===== config.mk =====
export PLATFORM = sky130hd
export DESIGN_NAME = fetch_unit_flat
export DESIGN_NICKNAME = d
export VERILOG_FILES = /design/src/rtl/fetch_unit_if.sv /design/src/rtl/fetch_unit.sv /design/src/flat_wrapper.sv
export SDC_FILE = /design/constraint.sdc
export NUM_CORES = 1
export LEC_CHECK = 0
export CAP_MARGIN = 25
export CELL_PAD_IN_SITES_DETAIL_PLACEMENT = 1
export CELL_PAD_IN_SITES_GLOBAL_PLACEMENT = 2
export CORE_ASPECT_RATIO = 1.4
export CORE_MARGIN = 5
export CORE_UTILIZATION = 27
export DETAILED_ROUTE_END_ITERATION = 10
export GPL_TIMING_DRIVEN = 0
export PLACE_DENSITY = 0.86
export SYNTH_ARGS = -nofsm -noshare
export SYNTH_HDL_FRONTEND = slang
export SYNTH_SLANG_ARGS = --single-unit

===== constraint.sdc =====
create_clock -name clk -period 2.4 [get_ports clk]
set_input_delay 0.48 -clock clk [delete_from_list [all_inputs] [get_ports clk]]
set_output_delay 0.48 -clock clk [all_outputs]
set_load 0.03 [all_outputs]

===== src/rtl/fetch_unit_if.sv =====
// fetch_unit_if: bundles the instruction-memory port, the redirect input, the
// IF/ID entry and the delivered-instruction counter of fetch_unit.
//   master : the fetch unit (drives imem_addr and the IF/ID entry)
//   slave  : the environment (memory, branch resolution, decode stage)
// Optional feature macro FETCH_MISALIGN_TRAP_EN adds the misalign_fault signal.
interface fetch_unit_if;
  logic [31:0] imem_addr;      // byte address to instruction memory
  logic [31:0] imem_rdata;     // word returned for imem_addr
  logic        redirect_valid; // branch/jump taken: flush and refetch
  logic [31:0] redirect_pc;    // redirect target byte address
  logic        id_ready;       // decode can accept the IF/ID entry
  logic        id_valid;       // IF/ID entry holds a valid instruction
  logic [31:0] id_instr;       // captured instruction
  logic [31:0] id_pc;          // address of id_instr
  logic [31:0] id_pc_plus4;    // id_pc + 4, modulo 2^32
  logic [31:0] fetch_count;    // instructions delivered to decode
`ifdef FETCH_MISALIGN_TRAP_EN
  logic        misalign_fault; // last redirect target was not word aligned

  modport master (
    output imem_addr, id_valid, id_instr, id_pc, id_pc_plus4, fetch_count, misalign_fault,
    input  imem_rdata, redirect_valid, redirect_pc, id_ready
  );
  modport slave (
    input  imem_addr, id_valid, id_instr, id_pc, id_pc_plus4, fetch_count, misalign_fault,
    output imem_rdata, redirect_valid, redirect_pc, id_ready
  );
`else
  modport master (
    output imem_addr, id_valid, id_instr, id_pc, id_pc_plus4, fetch_count,
    input  imem_rdata, redirect_valid, redirect_pc, id_ready
  );
  modport slave (
    input  imem_addr, id_valid, id_instr, id_pc, id_pc_plus4, fetch_count,
    output imem_rdata, redirect_valid, redirect_pc, id_ready
  );
`endif
endinterface


===== src/rtl/fetch_unit.sv =====
// fetch_unit: single-entry instruction fetch stage. Holds the fetch PC, presents
// it to instruction memory, and captures the returned word into an IF/ID entry
// that decode consumes with a valid/ready handshake. Redirects flush the entry.
// Ports:
//   clk    : clock, all state updates on posedge
//   resetn : asynchronous active-low reset
//   bus    : fetch_unit_if.master (memory port, redirect, IF/ID entry, fetch_count)
// Parameter RESET_PC : fetch address loaded on reset.
// Macro FETCH_MISALIGN_TRAP_EN : when defined, a misaligned redirect enters a
// FAULT state and raises misalign_fault; otherwise redirect targets are forced
// word aligned.
module fetch_unit #(
  parameter logic [31:0] RESET_PC = 32'h0000_0000
) (
  input logic         clk,
  input logic         resetn,
  fetch_unit_if.master bus
);

  localparam logic [31:0] Nop = 32'h0000_0013;

`ifdef FETCH_MISALIGN_TRAP_EN
  typedef enum logic [1:0] {StBoot, StRun, StFault} state_e;
`else
  typedef enum logic [1:0] {StBoot, StRun} state_e;
`endif

  state_e      state_q;
  logic [31:0] pc_q;
  logic        id_valid_q;
  logic [31:0] id_instr_q;
  logic [31:0] id_pc_q;
  logic [31:0] id_pc_plus4_q;
  logic [31:0] fetch_count_q;
  logic [31:0] redirect_tgt;
  logic        stall;

`ifdef FETCH_MISALIGN_TRAP_EN
  logic        misalign_fault_q;
  logic        misaligned;
  assign misaligned   = (bus.redirect_pc[1:0] != 2'b00);
  assign redirect_tgt = bus.redirect_pc;
  assign bus.misalign_fault = misalign_fault_q;
`else
  assign redirect_tgt = bus.redirect_pc & ~32'h0000_0003;
`endif

  assign stall = id_valid_q && !bus.id_ready;

  always_ff @(posedge clk or negedge resetn) begin
    if (!resetn) begin
      state_q          <= StBoot;
      pc_q             <= RESET_PC;
      id_valid_q       <= 1'b0;
      id_instr_q       <= Nop;
      id_pc_q          <= 32'h0;
      id_pc_plus4_q    <= 32'h0;
      fetch_count_q    <= 32'h0;
`ifdef FETCH_MISALIGN_TRAP_EN
      misalign_fault_q <= 1'b0;
`endif
    end else begin
      // A delivery is the handshake on the current entry, whatever happens next.
      if (id_valid_q && bus.id_ready) begin
        fetch_count_q <= fetch_count_q + 32'd1;
      end

      unique case (state_q)
        // Memory output is stale on the first cycle out of reset: never capture.
        StBoot: begin
          id_valid_q <= 1'b0;
          state_q    <= StRun;
          if (bus.redirect_valid) begin
            pc_q <= redirect_tgt;
`ifdef FETCH_MISALIGN_TRAP_EN
            if (misaligned) begin
              state_q          <= StFault;
              misalign_fault_q <= 1'b1;
            end
`endif
          end
        end
        StRun: begin
          if (bus.redirect_valid) begin
            // Redirect wins over a stall: the stalled entry is discarded.
            pc_q       <= redirect_tgt;
            id_valid_q <= 1'b0;
`ifdef FETCH_MISALIGN_TRAP_EN
            if (misaligned) begin
              state_q          <= StFault;
              misalign_fault_q <= 1'b1;
            end
`endif
          end else if (!stall) begin
            id_instr_q    <= bus.imem_rdata;
            id_pc_q       <= pc_q;
            id_pc_plus4_q <= pc_q + 32'd4;
            id_valid_q    <= 1'b1;
            pc_q          <= pc_q + 32'd4;
          end
        end
`ifdef FETCH_MISALIGN_TRAP_EN
        StFault: begin
          id_valid_q <= 1'b0;
          if (bus.redirect_valid) begin
            pc_q <= redirect_tgt;
            if (!misaligned) begin
              state_q          <= StRun;
              misalign_fault_q <= 1'b0;
            end
          end
        end
`endif
        default: state_q <= StBoot;
      endcase
    end
  end

  assign bus.imem_addr   = pc_q;
  assign bus.id_valid    = id_valid_q;
  assign bus.id_instr    = id_instr_q;
  assign bus.id_pc       = id_pc_q;
  assign bus.id_pc_plus4 = id_pc_plus4_q;
  assign bus.fetch_count = fetch_count_q;

endmodule


===== src/flat_wrapper.sv =====
// flat-port wrapper written by rule: the top's interface ports become plain ports
module fetch_unit_flat 
#(
  parameter logic [31:0] RESET_PC = 32'h0000_0000
)
  (clk, resetn, bus_imem_addr, bus_id_valid, bus_id_instr, bus_id_pc, bus_id_pc_plus4, bus_fetch_count, bus_imem_rdata, bus_redirect_valid, bus_redirect_pc, bus_id_ready);
  fetch_unit_if bus_i ();
  input logic clk;
  input logic resetn;
  output wire logic [$bits(bus_i.imem_addr)-1:0] bus_imem_addr;
  output wire logic [$bits(bus_i.id_valid)-1:0] bus_id_valid;
  output wire logic [$bits(bus_i.id_instr)-1:0] bus_id_instr;
  output wire logic [$bits(bus_i.id_pc)-1:0] bus_id_pc;
  output wire logic [$bits(bus_i.id_pc_plus4)-1:0] bus_id_pc_plus4;
  output wire logic [$bits(bus_i.fetch_count)-1:0] bus_fetch_count;
  input wire logic [$bits(bus_i.imem_rdata)-1:0] bus_imem_rdata;
  input wire logic [$bits(bus_i.redirect_valid)-1:0] bus_redirect_valid;
  input wire logic [$bits(bus_i.redirect_pc)-1:0] bus_redirect_pc;
  input wire logic [$bits(bus_i.id_ready)-1:0] bus_id_ready;
  assign bus_imem_addr = bus_i.imem_addr;
  assign bus_id_valid = bus_i.id_valid;
  assign bus_id_instr = bus_i.id_instr;
  assign bus_id_pc = bus_i.id_pc;
  assign bus_id_pc_plus4 = bus_i.id_pc_plus4;
  assign bus_fetch_count = bus_i.fetch_count;
  assign bus_i.imem_rdata = bus_imem_rdata;
  assign bus_i.redirect_valid = bus_redirect_valid;
  assign bus_i.redirect_pc = bus_redirect_pc;
  assign bus_i.id_ready = bus_id_ready;
  fetch_unit #(.RESET_PC(RESET_PC)) u_core (.clk(clk), .resetn(resetn), .bus(bus_i));
endmodule

# ---- After elaboration in Yosys (flattened, before gate mapping)
# Cells that the tools add are included.
dict set report classes {
  muxes 8
  bitwise 2
  add_sub_neg 2
  eq_ne 3
  n_reduce_logical 8
}
# cell count
set ops {}
lappend ops {{32-bit 2-to-1 mux} 3}
lappend ops {{32-bit case mux with 2 select lines} 1}
lappend ops {{32-bit by 1-bit adder with 32-bit output (second input constant)} 1}
lappend ops {{32-bit by 3-bit adder with 32-bit output (second input constant)} 1}
lappend ops {{3-bit AND reduction} 2}
lappend ops {{2-bit case mux with 2 select lines} 1}
lappend ops {{3-bit inequality test (second input constant)} 1}
lappend ops {{2-bit by 1-bit == test with 1-bit output (second input constant)} 1}
lappend ops {{1-bit logical AND} 2}
lappend ops {{2-bit zero test} 1}
lappend ops {{1-bit 2-to-1 mux} 2}
lappend ops {{2-bit inequality test (second input constant)} 1}
lappend ops {{1-bit NOT} 2}
lappend ops {{1-bit case mux with 2 select lines} 1}
lappend ops {{2-bit AND reduction} 1}
lappend ops {{2-bit nonzero test} 1}
lappend ops {{1-bit zero test} 1}
dict set report totals {
  wordCells 30
  register_bits 163
  input_bits 68
  output_inout_bits 161
}

# ---- Depth between registers and ports, before layout
# Gate-level depths: netlist (run 1).
dict set report logic_depth {
  ltp_word 5
  ltp_mapped 10
  ltp_nobuf 7
}

# ---- Worst setup path after synthesis (run 1)
# No wires, ideal clock.
dict set report synth_timing {
  path_kind {reg2reg}
  from {register u_core.pc_q[2] (netlist: u_core.bus.imem_addr[2])}
  to {register u_core.pc_q[14] (netlist: u_core.bus.imem_addr[14])}
  required_time_ns 2.274
  arrival_ns 1.942
  path_stages_with_launch 7
  period_less_slack_ns 2.068
  path_buffers 0
  setup_ns 0.126
  setup_slack_ns 0.332
  path_cell_list {dfrtp_1 > ha_1 > nand4_2 > nor3_2 > nand3_1 > o22a_1 > o32a_1}
}
dict set report synth_via {
  elab_chain_len 4
}
# element line
set synth_lines {}
lappend synth_lines {{from (decl)} fetch_unit.sv:29} ;# logic [31:0] pc_q;
lappend synth_lines {{from (signal assigned)} fetch_unit.sv:74} ;# pc_q <= redirect_tgt;
lappend synth_lines {{from (signal assigned)} fetch_unit.sv:86} ;# pc_q <= redirect_tgt;
lappend synth_lines {{from (signal assigned)} fetch_unit.sv:99} ;# pc_q <= pc_q + 32'd4;
lappend synth_lines {{32-bit by 3-bit adder with 32-bit output} fetch_unit.sv:99}
lappend synth_lines {{32-bit 2-to-1 mux} fetch_unit.sv:94} ;# end else if (!stall) begin
lappend synth_lines {{32-bit 2-to-1 mux} fetch_unit.sv:84} ;# if (bus.redirect_valid) begin
lappend synth_lines {{32-bit case mux with 2 select lines} fetch_unit.sv:68} ;# unique case (state_q)
# No other way between the ends. The select of a mux whose other input is x is not followed.
# A chain may end at the register's enable or synchronous reset.

# ---- Final worst setup path (run 1)
# Same ends and word-level chain as after synthesis.

==> results of run 1 <==
==> flip-flops by register name (all words and copies together), names as in the netlist <==
name and count:
u_core.bus.fetch_count 32, u_core.bus.id_instr 32, u_core.bus.id_pc 30, u_core.bus.id_pc_plus4 30
u_core.bus.id_valid 1, u_core.bus.imem_addr 30, u_core.state_q 1
==> worst paths after layout <==
| kind | cells past startpoint | to | start | slack, ps |
|---|---|---|---|---|
| worst max-delay path | 6 | u_core.bus.imem_addr[14] | u_core.bus.imem_addr[2] | 110 |
| worst min-delay path | 1 | u_core.bus.imem_addr[5] | resetn | 20 |
| worst max register to register | 6 | u_core.bus.imem_addr[14] | u_core.bus.imem_addr[2] | 110 |
| worst min register to register | 2 | u_core.bus.id_instr[4] | u_core.bus.id_instr[4] | 460 |
| max in group asynchronous | 2 | u_core.bus.id_instr[4] | resetn | 1510 |
| min in group clk | 2 | u_core.bus.id_instr[4] | u_core.bus.id_instr[4] | 460 |
==> timing repair <==
action / 4_1_cts / 5_1_grt
resized for setup: 0 / 9
setup endpoints to repair: 1 / 26
pin swaps: 0 / 1
==> power breakdown <==
part	internal [uW]	switching [uW]
logic	897	1360
registers	2970	289
clock network	1390	1300
==> logic make-up (layout without fill, tap and decap cells) <==
group                      Yosys count  count (layout)  share of synthesized area (%)
AOI/OAI and AO/OA                   70              70                           5.71
xor gates and xnor gates            77              77                           9.50
adders and majority gates            2               2                          0.353
buffers and inverters               48             300                           3.16
DFF                                156             156                           55.1
muxes                                4               4                          0.617
other                                2               8                          0.106
and+or+nand+nor                    402             402                           25.5
==> metrics by stage <==
stage	setup slack, ps	power (uW)	cells	hold WS (ps)	setup TNS, ps
2_1_floorplan	332	4430	766	184	0
3_5_place_dp	-380	5600	1310	453	-19660
6_report	114	8200	1343	17.3	0
4_1_cts	-4.39	8340	1342	26.7	-4.39
5_1_grt	17.1	8590	1343	54.4	0
3_3_place_gp	-6120	5550	1309	446	-962650
==> area by class of cell <==
cell class	count	share of cell area, %
Sequential cell	156	37.7
Multi-Input combinational cell	562	29.1
Timing Repair Buffer	220	21.5
Clock buffer	17	4.11
Tap cell	324	3.92
Buffer	44	2.07
Clock inverter	15	1.44
Inverter	4	0.145
Antenna cell	1	0.0242
==> placed cells by master, fill, tap and decap left out, drive strengths merged, types with 3 or more instances in the layout <==
master and instances:
nand2 278, clkdlybuf4s50 218, dfrtp 153, o21ai 51, xor2 42, clkbuf 38, xnor2 35, nand3 32
nor2 30, buf 25, nand4 24, inv 14, nor3 13, and3 12, conb 7, and2 5
a21oi 4, nor4 4, mux2 3, o22a 3, dfstp 3, clkinv 3
==> layer usage <==
metal,share of wire [%],wire [um]
met4,2.0,520
met1,41,10400
met5,0,0
met3,3.9,993
met2,54,13800
==> worst register-to-register path: stages (launching register included) <==
cell	delay (ps)
sky130_fd_sc_hd__dfrtp_1	530
sky130_fd_sc_hd__ha_1	330
sky130_fd_sc_hd__nand4_2	310
sky130_fd_sc_hd__nor3_4	410
sky130_fd_sc_hd__nand3_1	210
sky130_fd_sc_hd__o22a_1	220
sky130_fd_sc_hd__o32a_1	160
==> run summary, run 1 <==
Floorplanning
* 202 um — die outline height
* 229 — number of top-level pins
* 0.0297 mm2 — area enclosed by the die boundary
* 147 um — die width
* 0.0260 mm2 — Placeable Area
* 27.3% — initial core utilization
* 70 — Cell Rows

GRT
* 3.63% — global-route met3 utilization
* 85 — pin count of the biggest net entering global routing
* 32.2% — GRT met2 Usage
* 19.8% — Global Route met1 Usage
* 6878 — number of global-route vias before repair
* 1 — number of antenna violations at the first check in global routing
* 40.2 mm — wire length of the first global-routing pass
* met2 — Top Usage Layer GRT
* 0 — total grt overflow
* 17.4% — global router's overall resource usage

Placed design
* 0.797 — routability-driven placement congestion ratio
* 219 — Port Buffers
* 0.00975 mm2 — placement-stage cell area
* 19.4 mm — DPL Wire Length

CTS
* 156 — clk sink count
* 440 ps — Clock Latency Late Sink
* yes — CTS tree
* 0 — number of buffers added for setup after CTS
* 4 — H-tree levels
* 0 — hold bufs inserted after CTS
* sky130_fd_sc_hd__clkbuf_16 — clock root buffer
* 17 — CTS buffer count
* 70 ps — clock-pin slew of the registers on the worst-case setup and hold paths
* 2 — maximum count of clock buffers along a single path

Synthesis
* sky130_fd_sc_hd__dfrtp_1, sky130_fd_sc_hd__nand2_1, sky130_fd_sc_hd__xor2_1 — top cells by area in the synthesized netlist
* 761 — instance count of the mapped netlist
* 51 — number of library cell types mapped by synthesis
* sky130_fd_sc_hd__dfrtp_1 — library cell with the largest summed area after synthesis
* 0 — Post-synth EDFFs
* sky130_fd_sc_hd__nand2_1 — most frequently used cell type in the post-synthesis netlist
* 55.1% — register area share after synthesis
* 100% — async set-or-reset flop fraction in the synthesized netlist
* sky130_fd_sc_hd__nand2_1, sky130_fd_sc_hd__dfrtp_1, sky130_fd_sc_hd__o21ai_0 — top post-synthesis cells by count
* 9.33 um2 — per-instance average area after synthesis
* sky130_fd_sc_hd__dfrtp_1 — most frequently used flop master after synthesis
* 53.9% — area share of the largest cell type after synthesis
* 0 — yosys warns
* 156 — number of synthesized register bits
* 0.00710 mm2 — Syn Std Cell Area

Power
* 792 mW/mm2 — Power Density
* 0.00457 uW — Static Leakage
* 0.512 mV — maximum ir drop on the vdd rail

Finish
* 0.00301 mm2 — area occupied by multi-input gates
* 0.0104 mm2 — area of all placed cells without fillers
* 1075 — NumNets Final
* 39.8% — Core Util, Final
* 8.64% — layout cell share with drive strength beyond 1
* 2984 — Filler cells
* 0.00391 mm2 — Sequential Area
* 45.9% — post-synthesis to final-layout area growth

Critical path
* 530 ps — delay of the slowest critical-path stage
* 2720 ps — required time at the worst-slack endpoint
* register to register — Setup CP Type
* register — Crit. End Element
* sky130_fd_sc_hd__dfrtp_1 — Max stage delay cell, worst path
* ha_1 -> nand4_2 -> nor3_4 -> nand3_1 -> o22a_1 -> o32a_1 — crit-path cells
* 0 — WP buf/inv
* register — nature of the critical path startpoint
* 6 — largest fanout on the critical path
* simple AND/OR/NAND/NOR gates — largest delay contributor family on the critical path
* 2600 ps — WP data arrival

Drt
* 6252 — total via count after detailed routing
* 182 — number of design-rule violations left by the first detailed-router iteration
* 4.66 — mean number of vias per cell
* 5 — first-pass iteration count of the detailed router
* 25.8 mm — final wirelength
* 0 — number of DRC violations after detailed routing
* 19.2 um — routed wirelength normalized by instance count
* 0 — ANT nets after route

Timing
* 16.5 ps — worst clock skew
* 0 — max-slew violation total from the final report
* 690 ps — slew at the pin with the worst max-slew slack
* 95.2% — share of the clock period used by the worst path
* 2290 ps — shortest clock period the worst path allows after layout
* 0 — number of endpoints failing setup at the final stage
* 0 — number of failing hold endpoints at the final stage
* 53.6% — relative slew slack
* 437 MHz — timing-limited maximum frequency
* no — setup repair after global routing missed its margin

Run status
* finished clean — run status

Job
* 0 — maxcap violations

Min path
* input port to async pin — Hold WC Path Type

No activity file was read; power rests on OpenSTA's default activity.
==> inputs of run 2 (changes only) <==
--- a/config.mk
+++ b/config.mk
@@ -9,7 +9,7 @@
 export CELL_PAD_IN_SITES_DETAIL_PLACEMENT = 1
 export CELL_PAD_IN_SITES_GLOBAL_PLACEMENT = 2
 export CORE_ASPECT_RATIO = 1.4
-export CORE_MARGIN = 5
+export CORE_MARGIN = 8
 export CORE_UTILIZATION = 27
 export DETAILED_ROUTE_END_ITERATION = 10
 export GPL_TIMING_DRIVEN = 0
==> run 2 against run 1 <==
Effect of this change: wire length rose by 1.8%; total power rose by 0.21%; maximum frequency rose by 0.50%; via count rose by 1.1%; combinational power barely moved; worst setup slack improved by 11 ps; design area rose by 0.13%; clock-buffer cell count rose by 1; cell count rose by 0.15%; critical path depth did not move; critical endpoint is now u_core.bus.id_pc_plus4[10]; largest power group unchanged; highest routed layer unchanged.
==> run summary, run 2 (synthesis gave the netlist of run 1 again) <==
Critical path
* u_core.bus.imem_addr[2] — beginning of the worst register-to-register path, unchanged
* register — Crit. End Element, unchanged
* 130 ps — Register-to-Register Setup Slack, was 110 ps
* u_core.bus.id_pc_plus4[10] — capture instance of the worst register-to-register path, was u_core.bus.imem_addr[14]
* 2590 ps — WP data arrival, was 2600 ps
* 2720 ps — required time at the worst-slack endpoint, about the same
* register to register — Setup CP Type, unchanged
* register — nature of the critical path startpoint, unchanged
* 7 — largest fanout on the critical path, was 6
* 6 — number of cells on the worst reg-to-reg path, unchanged

Power
* 39.7% — proportion of power drawn by flip-flops and latches, about the same
* 35.0% — switching share of total power, was 36.0%
* 0.501 mV — maximum ir drop on the vdd rail, was 0.512 mV
* 2880 uW — Switch Pwr, was 2950 uW
* 27.5% — Gate power share, about the same
* 0.00456 uW — Static Leakage, was 0.00457 uW
* 32.8% — share of total power in the clock network, about the same
* 793 mW/mm2 — Power Density, was 792 mW/mm2
* 5340 uW — Internal, was 5250 uW

Timing
* 440 MHz — timing-limited maximum frequency, was 437 MHz
* 0 — max-slew violation total from the final report, unchanged
* 758 ps — slew at the pin with the worst max-slew slack, was 690 ps
* 0 — number of endpoints failing setup at the final stage, unchanged
* 0 ps — Setup Total Neg Slack, unchanged
* 125 ps — final worst-path setup slack, was 114 ps
* 94.8% — share of the clock period used by the worst path, was 95.2%
* 0 — number of failing hold endpoints at the final stage, unchanged
* 49.5% — relative slew slack, was 53.6%
* 16.4 ps — worst clock skew, was 16.5 ps
* 2270 ps — shortest clock period the worst path allows after layout, was 2290 ps

Drt
* 26.2 mm — final wirelength, was 25.8 mm
* 4.70 — mean number of vias per cell, was 4.66
* 19.5 um — routed wirelength normalized by instance count, was 19.2 um
* 4 — first-pass iteration count of the detailed router, was 5
* 6321 — total via count after detailed routing, was 6252
* 0 — number of DRC violations after detailed routing, unchanged
* 0 — ANT nets after route, unchanged
* 255 — number of design-rule violations left by the first detailed-router iteration, was 182

Floorplanning
* 208 um — die outline height, was 202 um
* 70 — Cell Rows, unchanged
* 229 — number of top-level pins, unchanged
* 0.0260 mm2 — Placeable Area, unchanged
* 0.0318 mm2 — area enclosed by the die boundary, was 0.0297 mm2
* 27.3% — initial core utilization, unchanged
* 153 um — die width, was 147 um

GRT
* 2 — number of antenna violations at the first check in global routing, was 1
* 41.5 mm — wire length of the first global-routing pass, was 40.2 mm
* 0 — total grt overflow, unchanged
* 16.9% — global router's overall resource usage, was 17.4%
* met2 — Top Usage Layer GRT, unchanged
* 18.7% — Global Route met1 Usage, was 19.8%
* 30.4% — GRT met2 Usage, was 32.2%
* 4.27% — global-route met3 utilization, was 3.63%
* 92 — pin count of the biggest net entering global routing, was 85
* 6963 — number of global-route vias before repair, was 6878

CTS
* sky130_fd_sc_hd__clkbuf_16 — clock root buffer, unchanged
* 156 — clk sink count, unchanged
* yes — CTS tree, unchanged
* 4 — H-tree levels, unchanged
* 70 ps — clock-pin slew of the registers on the worst-case setup and hold paths, about the same
* 440 ps — Clock Latency Late Sink, about the same
* 2 — maximum count of clock buffers along a single path, unchanged
* 17 — CTS buffer count, unchanged

Job
* 0 — maxcap violations, unchanged

Placed design
* 0.812 — routability-driven placement congestion ratio, was 0.797
* 1310 — placed cell count, unchanged
* 219 — Port Buffers, unchanged
* 19.7 mm — DPL Wire Length, was 19.4 mm
* -391 ps — Post-Place Worst Slack, was -380 ps

Finish
* 0.00391 mm2 — Sequential Area, unchanged
* 46.1% — post-synthesis to final-layout area growth, was 45.9%
* 1076 — NumNets Final, was 1075
* sky130_fd_sc_hd__nand2_1, sky130_fd_sc_hd__clkdlybuf4s50_1, sky130_fd_sc_hd__dfrtp_1, sky130_fd_sc_hd__o21ai_0, sky130_fd_sc_hd__xor2_1 — highest-count cells in the layout ignoring fill and taps, unchanged
* 8.64% — layout cell share with drive strength beyond 1, about the same
* 0.00301 mm2 — area occupied by multi-input gates, unchanged
* sky130_fd_sc_hd__nand2_1 — leading cell type in the layout, fill and taps excluded, unchanged
* 1345 — final standard cell count with taps included and fillers excluded, was 1343
* 3007 — Filler cells, was 2984

Min path
* 2 — Hold Path Cell Cnt
* u_core.bus.id_instr[0] — Hold Crit Endpoint
* u_core.bus.id_instr[0] — HP Start
* register to register — Hold WC Path Type, was input port to async pin

Run status
* finished clean — run status, unchanged

run 2: per-stage QoR:
stage               hold slack [ps]  cell area [um2]  util [%]  power (uW)
finish                          459            10400      39.9        8220
CTS                             465            10300      39.7        8350
global route                    478            10400      39.9        8620
detailed placement              456             9750      37.5        5610
floorplan                       184             7120         -        4430
global placement                445             9710      37.3        5560
run 2: metal layers:
metal  share of wire, %  wire [um]
met1                 40      10400
met3                4.6       1200
met5                  0          0
met2                 54      14100
met4                2.0        529
run 2: timing repair:
item | in CTS | in global routing
setup buffers | 0 | 0
gates resized for setup | 2 | 7
hold buffers | 1 | 0
endpoints found under the hold margin | 4 | 0
setup endpoints to repair | 4 | 13
pin swaps | 0 | 2
run 2: power groups by stage:
stage	Combinational, uW	Sequential (uW)	Clock (uW)
finish	2260	3260	2690
global route	2420	3320	2880
CTS	2310	3270	2780
detailed placement	2290	3320	0
global placement	2260	3300	0
floorplan	501	3930	0
run 2: worst max-delay path, cell delays in order, from the launching register on:
cell and delay [ps]:
sky130_fd_sc_hd__dfrtp_1 520, sky130_fd_sc_hd__ha_1 330, sky130_fd_sc_hd__nand4_2 320, sky130_fd_sc_hd__nor2_2 450
sky130_fd_sc_hd__nand2_1 120, sky130_fd_sc_hd__xnor2_1 140, sky130_fd_sc_hd__mux2_2 270
run 2: how the worst max path moves through the flow:
| stage | startpoint | to | slack [ps] | cells past startpoint |
|---|---|---|---|---|
| after global routing | u_core.bus.imem_addr[2] | u_core.bus.imem_addr[20] | -2 | 6 |
| after global placement | resetn | u_core.bus.id_pc[22] | -6150 | 1 |
| after detailed placement | bus_id_ready | u_core.bus.imem_addr[15] | -390 | 8 |
| after CTS | u_core.bus.imem_addr[2] | u_core.bus.imem_addr[14] | 7 | 6 |
| final | u_core.bus.imem_addr[2] | u_core.bus.id_pc_plus4[10] | 130 | 6 |
| after floorplan | u_core.bus.imem_addr[2] | u_core.bus.imem_addr[14] | 330 | 6 |
run 2: layout make-up:
class,count,share of cell area [%]
Multi-Input combinational cell,562,29.0
Clock buffer,18,4.24
Inverter,4,0.145
Buffer,44,2.06
Sequential cell,156,37.7
Clock inverter,14,1.32
Timing Repair Buffer,221,21.6
Tap cell,324,3.91
Antenna cell,2,0.0483
==> inputs of run 3 (changes only) <==
==> constraint.sdc (replaced) <==
create_clock -name clk -period 2.4 [get_ports clk]
set_input_delay 0.48 -clock clk [delete_from_list [all_inputs] [get_ports clk]]
set_output_delay 0.48 -clock clk [all_outputs]
set_load 0.01 [all_outputs]
==> results of run 3 <==
Same layout as run 2 (identical final DEF). Status: finished clean.
Main changes from that run: total power 8220 uW -> 7690 uW; worst IR drop on VDD 0.501 mV -> 0.497 mV
